File: src/rtl/lo_sweep_if.sv
// LO sweep sequencer bus: configuration, sweep control, external-LO request/grant,
// and LO/measurement status. The LO_SWEEP_STEP_COUNT_EN macro adds step_count.
//
// Handshake semantics: start is a level request that is accepted only on a cycle
// where the sequencer is idle, abort is low and ext_req is low. Configuration is
// captured on that same cycle. Any other start is dropped. ext_req/ext_gnt is a
// request/grant pair: ext_gnt follows ext_req one cycle later in every state, and
// the sweep stays parked while ext_req is held high.
interface lo_sweep_if #(
    parameter int SETTING_W = 3,
    parameter int DWELL_W   = 16
);
    logic                 start;
    logic                 abort;
    logic                 cont_mode;
    logic [SETTING_W-1:0] start_code;
    logic [SETTING_W-1:0] stop_code;
    logic [DWELL_W-1:0]   dwell;
    logic                 ext_req;
    logic                 ext_gnt;
    logic [SETTING_W-1:0] lo_setting;
    logic                 lo_en;
    logic                 meas_valid;
    logic                 busy;
    logic                 done;
    logic [2:0]           dbg_state;
`ifdef LO_SWEEP_STEP_COUNT_EN
    logic [7:0]           step_count;
`endif

    modport master (
        output start, abort, cont_mode, start_code, stop_code, dwell, ext_req,
        input  ext_gnt, lo_setting, lo_en, meas_valid, busy, done, dbg_state
`ifdef LO_SWEEP_STEP_COUNT_EN
        , input step_count
`endif
    );

    modport slave (
        input  start, abort, cont_mode, start_code, stop_code, dwell, ext_req,
        output ext_gnt, lo_setting, lo_en, meas_valid, busy, done, dbg_state
`ifdef LO_SWEEP_STEP_COUNT_EN
        , output step_count
`endif
    );
endinterface

File: src/rtl/lo_sweep_sequencer.sv
// Steps the mixer LO setting code from start_code to stop_code (wrapping modulo
// 2^SETTING_W), with a settle interval then a measurement dwell per code. An
// external LO owner can preempt the sweep; the sweep resumes at the same code.
// Optional macro LO_SWEEP_STEP_COUNT_EN adds a saturating completed-step counter.
module lo_sweep_sequencer #(
    parameter int SETTING_W     = 3,
    parameter int DWELL_W       = 16,
    parameter int SETTLE_CYCLES = 8
) (
    input  logic      clk,
    input  logic      rst,
    lo_sweep_if.slave bus
);
    localparam int CNT_W = (DWELL_W > $clog2(SETTLE_CYCLES + 1)) ? DWELL_W
                                                                 : $clog2(SETTLE_CYCLES + 1);
    localparam logic [CNT_W-1:0] SETTLE_LOAD = CNT_W'(SETTLE_CYCLES - 1);

    localparam logic [2:0] S_IDLE   = 3'd0;
    localparam logic [2:0] S_SETTLE = 3'd1;
    localparam logic [2:0] S_DWELL  = 3'd2;
    localparam logic [2:0] S_HOLD   = 3'd3;
    localparam logic [2:0] S_DONE   = 3'd4;

    logic [2:0]           state, state_n;
    logic [SETTING_W-1:0] code, code_n;
    logic [CNT_W-1:0]     cnt, cnt_n;
    logic [SETTING_W-1:0] start_q, stop_q;
    logic [CNT_W-1:0]     dwell_load_q;
    logic                 cont_q;
    logic                 accept, dwell_done;
    logic [CNT_W-1:0]     dwell_load;

    logic                 ext_gnt_r, lo_en_r, meas_valid_r, busy_r, done_r;
    logic [SETTING_W-1:0] lo_setting_r;

    // dwell of 0 behaves as 1; the counter is loaded with the cycle count minus one
    always_comb begin
        dwell_load = '0;
        if (bus.dwell != '0) dwell_load = CNT_W'(bus.dwell - DWELL_W'(1));
    end

    // next-state logic: abort beats ext_req, which beats counter progress
    always_comb begin
        state_n    = state;
        code_n     = code;
        cnt_n      = cnt;
        accept     = 1'b0;
        dwell_done = 1'b0;
        case (state)
            S_IDLE: begin
                if (bus.start && !bus.abort && !bus.ext_req) begin
                    accept  = 1'b1;
                    code_n  = bus.start_code;
                    cnt_n   = SETTLE_LOAD;
                    state_n = S_SETTLE;
                end
            end
            S_SETTLE: begin
                if (bus.abort)               state_n = S_IDLE;
                else if (bus.ext_req)        state_n = S_HOLD;
                else if (cnt == '0) begin
                    cnt_n   = dwell_load_q;
                    state_n = S_DWELL;
                end else                     cnt_n = cnt - CNT_W'(1);
            end
            S_DWELL: begin
                if (bus.abort)               state_n = S_IDLE;
                else if (bus.ext_req)        state_n = S_HOLD;
                else if (cnt == '0) begin
                    dwell_done = 1'b1;
                    cnt_n      = SETTLE_LOAD;
                    if (code != stop_q) begin
                        code_n  = code + SETTING_W'(1);
                        state_n = S_SETTLE;
                    end else if (cont_q) begin
                        code_n  = start_q;
                        state_n = S_SETTLE;
                    end else begin
                        state_n = S_DONE;
                    end
                end else                     cnt_n = cnt - CNT_W'(1);
            end
            S_HOLD: begin
                if (bus.abort)               state_n = S_IDLE;
                else if (!bus.ext_req) begin
                    cnt_n   = SETTLE_LOAD;
                    state_n = S_SETTLE;
                end
            end
            S_DONE:  state_n = S_IDLE;
            default: state_n = S_IDLE;
        endcase
    end

    // state, counters, latched configuration and registered outputs
    always_ff @(posedge clk) begin
        if (rst) begin
            state        <= S_IDLE;
            code         <= '0;
            cnt          <= '0;
            start_q      <= '0;
            stop_q       <= '0;
            dwell_load_q <= '0;
            cont_q       <= 1'b0;
            ext_gnt_r    <= 1'b0;
            lo_setting_r <= '0;
            lo_en_r      <= 1'b0;
            meas_valid_r <= 1'b0;
            busy_r       <= 1'b0;
            done_r       <= 1'b0;
        end else begin
            state <= state_n;
            code  <= code_n;
            cnt   <= cnt_n;
            if (accept) begin
                start_q      <= bus.start_code;
                stop_q       <= bus.stop_code;
                dwell_load_q <= dwell_load;
                cont_q       <= bus.cont_mode;
            end
            ext_gnt_r    <= bus.ext_req;
            lo_setting_r <= (state_n == S_IDLE) ? '0 : code_n;
            lo_en_r      <= (state_n == S_SETTLE) || (state_n == S_DWELL);
            meas_valid_r <= (state_n == S_DWELL);
            busy_r       <= (state_n == S_SETTLE) || (state_n == S_DWELL) || (state_n == S_HOLD);
            done_r       <= (state_n == S_DONE);
        end
    end

    assign bus.ext_gnt    = ext_gnt_r;
    assign bus.lo_setting = lo_setting_r;
    assign bus.lo_en      = lo_en_r;
    assign bus.meas_valid = meas_valid_r;
    assign bus.busy       = busy_r;
    assign bus.done       = done_r;
    assign bus.dbg_state  = state;

`ifdef LO_SWEEP_STEP_COUNT_EN
    logic [7:0] step_q;

    // count completed dwells since the last accepted start, saturating at 255
    always_ff @(posedge clk) begin
        if (rst)                               step_q <= 8'd0;
        else if (accept)                       step_q <= 8'd0;
        else if (dwell_done && step_q != 8'hFF) step_q <= step_q + 8'd1;
    end

    assign bus.step_count = step_q;
`endif
endmodule

File: src/flat_wrapper.sv
// flat-port wrapper written by rule: the top's interface ports become plain ports
module lo_sweep_sequencer_flat 
#(
    parameter int SETTING_W     = 3,
    parameter int DWELL_W       = 16,
    parameter int SETTLE_CYCLES = 8
)
  (clk, rst, bus_start, bus_abort, bus_cont_mode, bus_start_code, bus_stop_code, bus_dwell, bus_ext_req, bus_ext_gnt, bus_lo_setting, bus_lo_en, bus_meas_valid, bus_busy, bus_done, bus_dbg_state);
  lo_sweep_if #(.SETTING_W(SETTING_W), .DWELL_W(DWELL_W)) bus_i ();
  input  logic clk;
  input  logic rst;
  input wire logic [$bits(bus_i.start)-1:0] bus_start;
  input wire logic [$bits(bus_i.abort)-1:0] bus_abort;
  input wire logic [$bits(bus_i.cont_mode)-1:0] bus_cont_mode;
  input wire logic [$bits(bus_i.start_code)-1:0] bus_start_code;
  input wire logic [$bits(bus_i.stop_code)-1:0] bus_stop_code;
  input wire logic [$bits(bus_i.dwell)-1:0] bus_dwell;
  input wire logic [$bits(bus_i.ext_req)-1:0] bus_ext_req;
  output wire logic [$bits(bus_i.ext_gnt)-1:0] bus_ext_gnt;
  output wire logic [$bits(bus_i.lo_setting)-1:0] bus_lo_setting;
  output wire logic [$bits(bus_i.lo_en)-1:0] bus_lo_en;
  output wire logic [$bits(bus_i.meas_valid)-1:0] bus_meas_valid;
  output wire logic [$bits(bus_i.busy)-1:0] bus_busy;
  output wire logic [$bits(bus_i.done)-1:0] bus_done;
  output wire logic [$bits(bus_i.dbg_state)-1:0] bus_dbg_state;
  assign bus_i.start = bus_start;
  assign bus_i.abort = bus_abort;
  assign bus_i.cont_mode = bus_cont_mode;
  assign bus_i.start_code = bus_start_code;
  assign bus_i.stop_code = bus_stop_code;
  assign bus_i.dwell = bus_dwell;
  assign bus_i.ext_req = bus_ext_req;
  assign bus_ext_gnt = bus_i.ext_gnt;
  assign bus_lo_setting = bus_i.lo_setting;
  assign bus_lo_en = bus_i.lo_en;
  assign bus_meas_valid = bus_i.meas_valid;
  assign bus_busy = bus_i.busy;
  assign bus_done = bus_i.done;
  assign bus_dbg_state = bus_i.dbg_state;
  lo_sweep_sequencer #(.SETTING_W(SETTING_W), .DWELL_W(DWELL_W), .SETTLE_CYCLES(SETTLE_CYCLES)) u_core (.clk(clk), .rst(rst), .bus(bus_i));
endmodule
File: config.mk
export PLATFORM = sky130hd
export DESIGN_NAME = lo_sweep_sequencer_flat
export DESIGN_NICKNAME = d
export VERILOG_FILES = /design/src/rtl/lo_sweep_if.sv /design/src/rtl/lo_sweep_sequencer.sv /design/src/flat_wrapper.sv
export SDC_FILE = /design/constraint.sdc
export NUM_CORES = 1
export LEC_CHECK = 0
export ABC_AREA = 1
export CAP_MARGIN = 15
export CORE_ASPECT_RATIO = 1.4
export CORE_UTILIZATION = 50
export DETAILED_ROUTE_END_ITERATION = 10
export HOLD_SLACK_MARGIN = 0.02
export PLACE_DENSITY = 0.76
export SYNTH_ARGS = -nofsm -noshare
export SYNTH_HDL_FRONTEND = slang
export SYNTH_SLANG_ARGS = --single-unit
File: constraint.sdc
create_clock -name clk -period 1.6 [get_ports clk]
set_input_delay 0.16 -clock clk [delete_from_list [all_inputs] [get_ports clk]]
set_output_delay 0.16 -clock clk [all_outputs]
set_load 0.02 [all_outputs]
== After elaboration in Yosys (flattened, before gate mapping) ==
Index checks and enable logic that the tools add are counted.

* Output and inout bits: 11
* Word-level logic and storage cells: 76
* Bits in registers: 53

* $add $sub $neg: 3
* Reduce and logical (&&, ||, !) cells: 13
* Equal/unequal tests: 15
* Mux-type cells: 32

{| class="wikitable"
|+ Operator list
! kind !! number
|-
| 16-bit 2-to-1 mux || 10
|-
| 16-bit one-hot mux with 4 select lines || 1
|-
| 3-bit 2-to-1 mux || 17
|-
| 16-bit by 1-bit subtractor with 16-bit output, second input constant || 2
|-
| 16-bit zero test || 1
|-
| 16-bit nonzero test || 1
|-
| 3-bit by 2-bit == test with 1-bit output, second input constant || 4
|-
| 2-bit inequality test, second input constant || 6
|-
| 3-bit one-hot mux with 4 select lines || 1
|-
| 8-bit AND reduction || 1
|-
| 3-bit by 1-bit == test with 1-bit output, second input constant || 2
|-
| 3-bit zero test || 2
|-
| 3-bit one-hot mux with 2 select lines || 1
|-
| 4-bit nonzero test || 1
|-
| 3-bit by 1-bit adder with 3-bit output, second input constant || 1
|-
| 3-bit == test, second input constant || 1
|-
| 3-bit inequality test || 1
|-
| 1-bit logical AND || 2
|-
| 1-bit zero test || 2
|-
| 1-bit logical OR || 2
|-
| 1-bit 2-to-1 mux || 2
|-
| 2-bit by 1-bit inequality test with 1-bit output, second input constant || 1
|-
| 2-bit OR reduction || 1
|}

== Depth between registers and ports, before layout ==
Gate-level depths: netlist of the first run.

* Depth after elaboration: 9
* Gate-level depth with buffers: 13
* Mapped depth without buffers: 13

== Least setup slack after synthesis of the first run ==
OpenSTA, ideal clock, no wires.

* Path kind: reg2reg
* Start: register u_core.cnt[0]
* End: register u_core.lo_en_r, in the netlist u_core.bus.lo_en
* Library setup time: 0.115 ns
* Setup slack: -0.025 ns
* Stages on the path, launching flop included: 13
* Arrival: 1.510 ns
* Cell sequence: dfxtp_1 -> inv_1 -> ha_1 -> nand2_2 -> nor2_8 -> nand3_2 -> nand2_1 -> nand2_1 -> nand3_1 -> nand3_1 -> nand2_1 -> nand2_2 -> and2_1

* Cells in the longest elaborated chain, start to end: 7

{| class="wikitable"
|+ RTL lines
! item !! RTL line !! text
|-
| from (decl) || lo_sweep_sequencer.sv:26 || <nowiki>logic [CNT_W-1:0] cnt, cnt_n;</nowiki>
|-
| from (signal assigned) || lo_sweep_sequencer.sv:114 || <nowiki>cnt <= cnt_n;</nowiki>
|-
| 16-bit zero test * || lo_sweep_sequencer.sv:61, lo_sweep_sequencer.sv:69 ||
|-
| 3-bit 2-to-1 mux (on tied branches) || lo_sweep_sequencer.sv:69, lo_sweep_sequencer.sv:61 ||
|-
| 3-bit 2-to-1 mux (on tied branches) || lo_sweep_sequencer.sv:68, lo_sweep_sequencer.sv:60 ||
|-
| 3-bit 2-to-1 mux (on tied branches) || lo_sweep_sequencer.sv:67, lo_sweep_sequencer.sv:59 ||
|-
| 3-bit one-hot mux with 4 select lines * || lo_sweep_sequencer.sv:49 || <nowiki>case (state)</nowiki>
|-
| 3-bit by 1-bit == test with 1-bit output / 3-bit by 2-bit == test with 1-bit output (equally long branches) || lo_sweep_sequencer.sv:123 || <nowiki>lo_en_r <= (state_n == S_SETTLE) || (state_n == S_DWELL);</nowiki>
|-
| 1-bit logical OR * || lo_sweep_sequencer.sv:123 ||
|-
| to (signal assigned) || lo_sweep_sequencer.sv:123 ||
|-
| to (decl) || lo_sweep_sequencer.sv:33 || <nowiki>logic ext_gnt_r, lo_en_r, meas_valid_r, busy_r, done_r;</nowiki>
|}

Mark *: on every way between the ends. The rest lies on a longest branch, timed or not.
A chain may end at the register's enable or synchronous reset.

== Worst setup path after layout of the first run ==
* Start: register u_core.cnt[1]
* End: register u_core.lo_en_r, in the netlist u_core.bus.lo_en

Same word-level chain as after synthesis.

==> results.cfg, run 1 <==
[clock_network]
cts_tree = yes
clk_latency_ns = 0.31
cts_sinks = 53
cts.path.max_buffers = 2
cts_root_buf = clkbuf_8
htreeDepth = 2
cts-buffers-inserted = 5
path_clk_slew_ns = 0.10

[synth]
synth-compound-area-share = 0.156
yosysSeqAreaShare = 0.340
ys_warn_count = 0
synth-main-ff-cell = dfxtp_1
synth.net_count = 487
syn_avg_cell_area_sq_um = 6.85
syn-instance-count = 456
synth_mux_area_frac = 0
synth_enable_flop_cells = 0
syn_area_sq_um = 3120
synthSimpleGateAreaFrac = 0.355
ys_seq_elements = 53
synth-xor-area-share = 0.0477
yosys.area_share.adder = 0.0120
synth_top_family_by_area = simple AND/OR/NAND/NOR gates
ys_types = 44
async_flop_share = 0

[pwr]
p_sw_frac = 0.310
p_clk_frac = 0.279
ir_worst_vdd_mv = 0.390
p_comb_frac = 0.315
switchingPower_mw = 1.07
internal_power_mw = 2.37
p_leak_nw = 2.15
power.total_mw = 3.44
powerDensity_nw_per_um2 = 747
p_seq_frac = 0.406

[timing]
fin_crit_sh = 1.04
finalHoldViolations = 0
fmax_mhz = 603
worst_pin_slew_ns = 0.502
fin_crit_ns = 1.66
fin_ws_ns = -0.0594
drv_slew = 0
skew_ns = 0.00398
slew_headroom = 0.665
setup_violations = 9
rsz0062_at_grt = yes

[floorplanning]
num_rows = 33
core_area_sq_um = 5950
fp.dieH_microns = 95.5
ios = 39
die-area_sq_um = 6570
fp.dieW_microns = 68.8
start_util = 0.525

[cells_and_area]
final_cell_mix = nand2_1 (97), buf_4 (84), dfxtp_1 (50)
final_common_cell = nand2_1
diodes = 0
fin_cells = 650
area_growth_pct = 47.1
layout-drive-gt1-share = 0.333
nets = 610
stdcell_area_sq_um = 4600

[setup_path]
path_max_fanout = 5
crit_arrival_ns = 1.92
worstSetupPathType = reg2reg
reg2reg_to = u_core.bus.lo_en$_SDFF_PP0_
reg2reg_slack_ns = -0.06
critPathLaunchType = flop
reg2regPathDepth = 13
cp.required_ns = 1.86
r2r-start = u_core.cnt[1]$_SDFFE_PP0P_
endpoint_kind = flop

[drt]
drtIter0Drc = 166
viasPerCell = 5.36
drt_wl_total_mm = 8.97
wl_per_cell_microns = 13.8
antenna_left = 0
drt-pass1-iter-count = 4
vias = 3481
drc = 0

[grt]
grt_first_pass_wirelength_mm = 13.4
grt_usage = 0.271
antenna_found_initial = 0
first_global_vias = 3293
grt_start_max_net_pins = 33
grt_overflow_total = 0

[place]
place.gp.congestion = 0.887
port_buffers = 38
hpwl_mm = 6.18
placed_cell_area_sq_um = 4110
dp_cells = 631

[outcome]
violations = negative setup slack
status = finished with violations

[worst_hold_path]
hold_depth = 5
whs_endpoint = u_core.dwell_load_q[0]$_SDFFE_PP0P_
worstHoldPathType = in2reg
hp-start = bus_dwell[0]

[run]
cap_violations = 0
==> kinds of logic (layout without fill, tap and decap cells) <==
logic type,after synthesis,count (layout)
and+or+nand+nor,235,235
AOI/OAI and AO/OA,81,81
buffers and inverters,67,191
DFF,53,53
xor gates and xnor gates,17,17
adders and majority gates,3,3
==> metal layers <==
metal | track usage | part of all wire
met1 | 0.258 | 0.36
met5 | 0 | 0
met2 | 0.532 | 0.56
met4 | 0.146 | 0.036
met3 | 0.0347 | 0.041
==> how the worst max path moves through the flow <==
stage	cells past startpoint	startpoint	endpoint
2_1_floorplan	13	u_core.cnt[0]$_SDFFE_PP0P_	u_core.cnt[10]$_SDFFE_PP0P_
3_3_place_gp	11	bus_dwell[0]	u_core.dwell_load_q[14]$_SDFFE_PP0P_
3_5_place_dp	11	bus_dwell[0]	u_core.dwell_load_q[14]$_SDFFE_PP0P_
4_1_cts	12	u_core.cnt[1]$_SDFFE_PP0P_	u_core.bus.lo_setting[2]$_SDFF_PP0_
5_1_grt	13	u_core.cnt[1]$_SDFFE_PP0P_	u_core.bus.lo_en$_SDFF_PP0_
6_report	13	u_core.cnt[1]$_SDFFE_PP0P_	u_core.bus.lo_en$_SDFF_PP0_
==> state kept, by name, summed over array words and instances, names as in the netlist <==
signal / count
u_core.cont_q: 1
u_core.bus.done: 1
u_core.cnt: 16
u_core.bus.dbg_state: 3
u_core.dwell_load_q: 16
u_core.bus.busy: 1
u_core.bus.lo_en: 1
u_core.bus.lo_setting: 3
u_core.code: 3
u_core.stop_q: 3
u_core.bus.meas_valid: 1
u_core.start_q: 3
u_core.bus.ext_gnt: 1
==> cell usage after synthesis, types with 2 or more instances <==
library cell / n / area share
nand2_1: 108 / 0.13
nor2_1: 54 / 0.065
dfxtp_1: 53 / 0.34
inv_1: 45 / 0.054
a21oi_1: 32 / 0.051
nand3_1: 28 / 0.045
o21ai_0: 18 / 0.029
xor2_1: 14 / 0.039
inv_2: 10 / 0.012
nand2_2: 9 / 0.018
a21oi_2: 7 / 0.020
nand4_1: 7 / 0.014
nor2_2: 6 / 0.012
o21ai_1: 6 / 0.0096
clkbuf_1: 5 / 0.0060
nor3_1: 5 / 0.0080
a31oi_1: 4 / 0.0080
a22oi_1: 3 / 0.0072
buf_2: 3 / 0.0048
ha_1: 3 / 0.012
or2_2: 3 / 0.0060
xnor2_1: 3 / 0.0084
nand3_2: 2 / 0.0064
nand4_2: 2 / 0.0080
nor2_8: 2 / 0.013
nor3_2: 2 / 0.0064
o211ai_1: 2 / 0.0048
o21a_1: 2 / 0.0048
o21ai_2: 2 / 0.0056
or2_1: 2 / 0.0040
==> critical path, stage by stage, from the launching register on <==
cell and delay [ns]:
dfxtp_2 0.33, inv_2 0.07, ha_4 0.15, nand2_4 0.07
nor2_8 0.17, nand2_4 0.10, nor2_8 0.13, nand3_2 0.08
nand3_2 0.07, nand2_2 0.08, nand2_2 0.09, nand2_2 0.06
nand2_2 0.09, and2_4 0.13
==> power groups by stage <==
stage	Clock [mW]	Combinational, mW	Sequential [mW]
after global placement	0	0.890	1.42
final	0.959	1.08	1.39
after floorplan	0	0.514	1.43
after CTS	0.963	0.975	1.39
after detailed placement	0	0.905	1.42
after global routing	1.00	1.17	1.40
==> through the flow <==
| stage | TNS [ns] | utilization | hold WS (ns) | setup slack [ns] |
|---|---|---|---|---|
| 3_3_place_gp | -8.53 | 0.692 | 0.450 | -0.355 |
| 6_report | -0.138 | 0.773 | 0.282 | -0.0594 |
| 3_5_place_dp | -9.65 | 0.692 | 0.455 | -0.421 |
| 2_1_floorplan | 0 | - | 0.305 | 0.0211 |
| 4_1_cts | -0.510 | 0.734 | 0.465 | -0.0566 |
| 5_1_grt | -2.08 | 0.773 | 0.312 | -0.136 |
==> what timing repair did <==
item,4_1_cts,5_1_grt
hold buffers,0,0
pin swaps,9,14
gates cloned,0,2
setup endpoints to repair,39,44
resized for setup,32,47
setup buffers,2,8
==> area by class of cell <==
class	count	area (sq um)
multi-input cells	336	2030
fillers	430	1350
flip-flops and latches	53	1060
repair buffers	125	1060
inverters	56	223
well taps	70	87.6
clock buffers	7	86.3
clock inverters	1	30.0
repair inverters	2	13.8
Power figures use the tool's default switching activity.
==> run 2: changes to the inputs <==
ABC_CLOCK_PERIOD_IN_PS = 1400   (was not set)
TNS_END_PERCENT = 30   (was not set)
clock period = 1.4 ns   (was 1.6 ns; I/O delays follow)
==> results.cfg, run 2 (synthesis gave the netlist of run 1 again) <==
[timing]
finalHoldViolations = 0
fin_crit_sh = 1.26
rsz0062_at_grt = yes
finalSetupTns_ns = -7.75
whs_ns = 0.341
fmax_mhz = 567
worst_pin_slew_ns = 0.427
drv_slew = 0
skew_ns = 0.00764
slew_headroom = 0.715
fin_crit_ns = 1.76
fin_ws_ns = -0.363
setup_violations = 37

[clock_network]
clk_latency_ns = 0.33
cts.path.max_buffers = 2
path_clk_slew_ns = 0.10
cts_tree = yes
cts-buffers-inserted = 5
htreeDepth = 2
cts_root_buf = clkbuf_8
cts_sinks = 53

[drt]
drc = 0
drt-pass1-iter-count = 6
viasPerCell = 5.89
vias = 4065
drt_wl_total_mm = 12.6
drtIter0Drc = 392
antenna_left = 0
wl_per_cell_microns = 18.2

[outcome]
violations = negative setup slack
status = finished with violations

[setup_path]
worstSetupPathType = reg2reg
crit_arrival_ns = 2.03
endpoint_kind = flop
path_max_fanout = 5
reg2regPathDepth = 11
cp.required_ns = 1.67
critPathLaunchType = flop

[cells_and_area]
nets = 650
final_cell_mix = buf_4 (114), nand2_1 (86), dfxtp_1 (44)
diodes = 0
final_common_cell = buf_4
area_growth_pct = 64.9
top_regs = u_core.cnt x16, u_core.dwell_load_q x16
num-fill-cells = 307
final_core_util = 0.867
layout-drive-gt1-share = 0.453

[grt]
grt_overflow_total = 0
antenna_found_initial = 0
grt_first_pass_wirelength_mm = 17.2
first_global_vias = 3907
grt_start_max_net_pins = 33
grt_usage = 0.356

[pwr]
ir_worst_vdd_mv = 0.628
powerDensity_nw_per_um2 = 812
p_leak_nw = 2.51
power.total_mw = 4.19

[floorplanning]
fp.dieH_microns = 95.5
core_area_sq_um = 5950
fp.dieW_microns = 68.8
start_util = 0.525
ios = 39
num_rows = 33
die-area_sq_um = 6570

[place]
dp_slack_ns = -0.600
hpwl_mm = 6.72
port_buffers = 38
place.gp.congestion = 0.909

[worst_hold_path]
worstHoldPathType = in2reg
hold_depth = 5

[run]
cap_violations = 0
## run 2: area by class of cell
class                      instances  area [sq um]  area share
timing repair buffer             165          1400       0.272
multi-input combinational        336          2210       0.430
inverter                          56           244      0.0474
sequential                        53          1080       0.209
clock buffer                       8           111      0.0216
timing repair inverter             2          16.3     0.00316
tap                               70          87.6      0.0170
## run 2: per-layer routing
metal  vias up  GRT usage  part of all wire
li1       1800          -                 -
met1      1838      0.322              0.31
met2       314      0.642              0.52
met3       113     0.0754             0.083
met4         0      0.299             0.084
met5         -     0.0179                 0
## run 2: per-stage QoR
| step | cell area (sq um) | instances |
|---|---|---|
| floorplan | 3170 | 456 |
| global placement | 4350 | 657 |
| detailed placement | 4350 | 657 |
| CTS | 4840 | 686 |
| global route | 5150 | 690 |
| finish | 5150 | 690 |
## run 2: what timing repair did
action,in CTS,in global routing
pin swaps,27,40
gates cloned,2,0
hold buffers,0,0
resized for setup,79,81
buffers inserted,19,4
endpoints found under the setup margin,49,54
## run 2: worst paths after layout
| check | endpoint | slack [ns] | startpoint |
|---|---|---|---|
| setup / recovery | u_core.code[2]$_SDFF_PP0_ | -0.36 | u_core.cnt[12]$_SDFFE_PP0P_ |
| setup reg to reg | u_core.code[2]$_SDFF_PP0_ | -0.36 | u_core.cnt[12]$_SDFFE_PP0P_ |
| hold reg to reg | u_core.dwell_load_q[1]$_SDFFE_PP0P_ | 0.47 | u_core.dwell_load_q[1]$_SDFFE_PP0P_ |
| hold / removal | u_core.dwell_load_q[6]$_SDFFE_PP0P_ | 0.34 | bus_dwell[6] |
## run 2: power by group
group	total, mW	switching (mW)	internal (mW)	leakage, nW
registers	1.59	0.0371	1.56	0.435
logic	1.54	0.854	0.683	2.02
clock network	1.05	0.541	0.512	0.0566
## run 2: critical path, cell delays in order (launching register included)
cell     delay [ns]
dfxtp_1        0.34
inv_2          0.09
nand2_2        0.12
nor2_4         0.26
nand4_4        0.16
nor2_4         0.24
nand3_2        0.08
nand2_1        0.08
nand2_1        0.07
nand2_1        0.08
nand2_2        0.07
nor2_2         0.11
==> run 3: changes to the inputs <==
CAP_MARGIN = 20   (was 15)
==> results of run 3 <==
The final DEF is identical to that of run 2; final timing and power are the same.
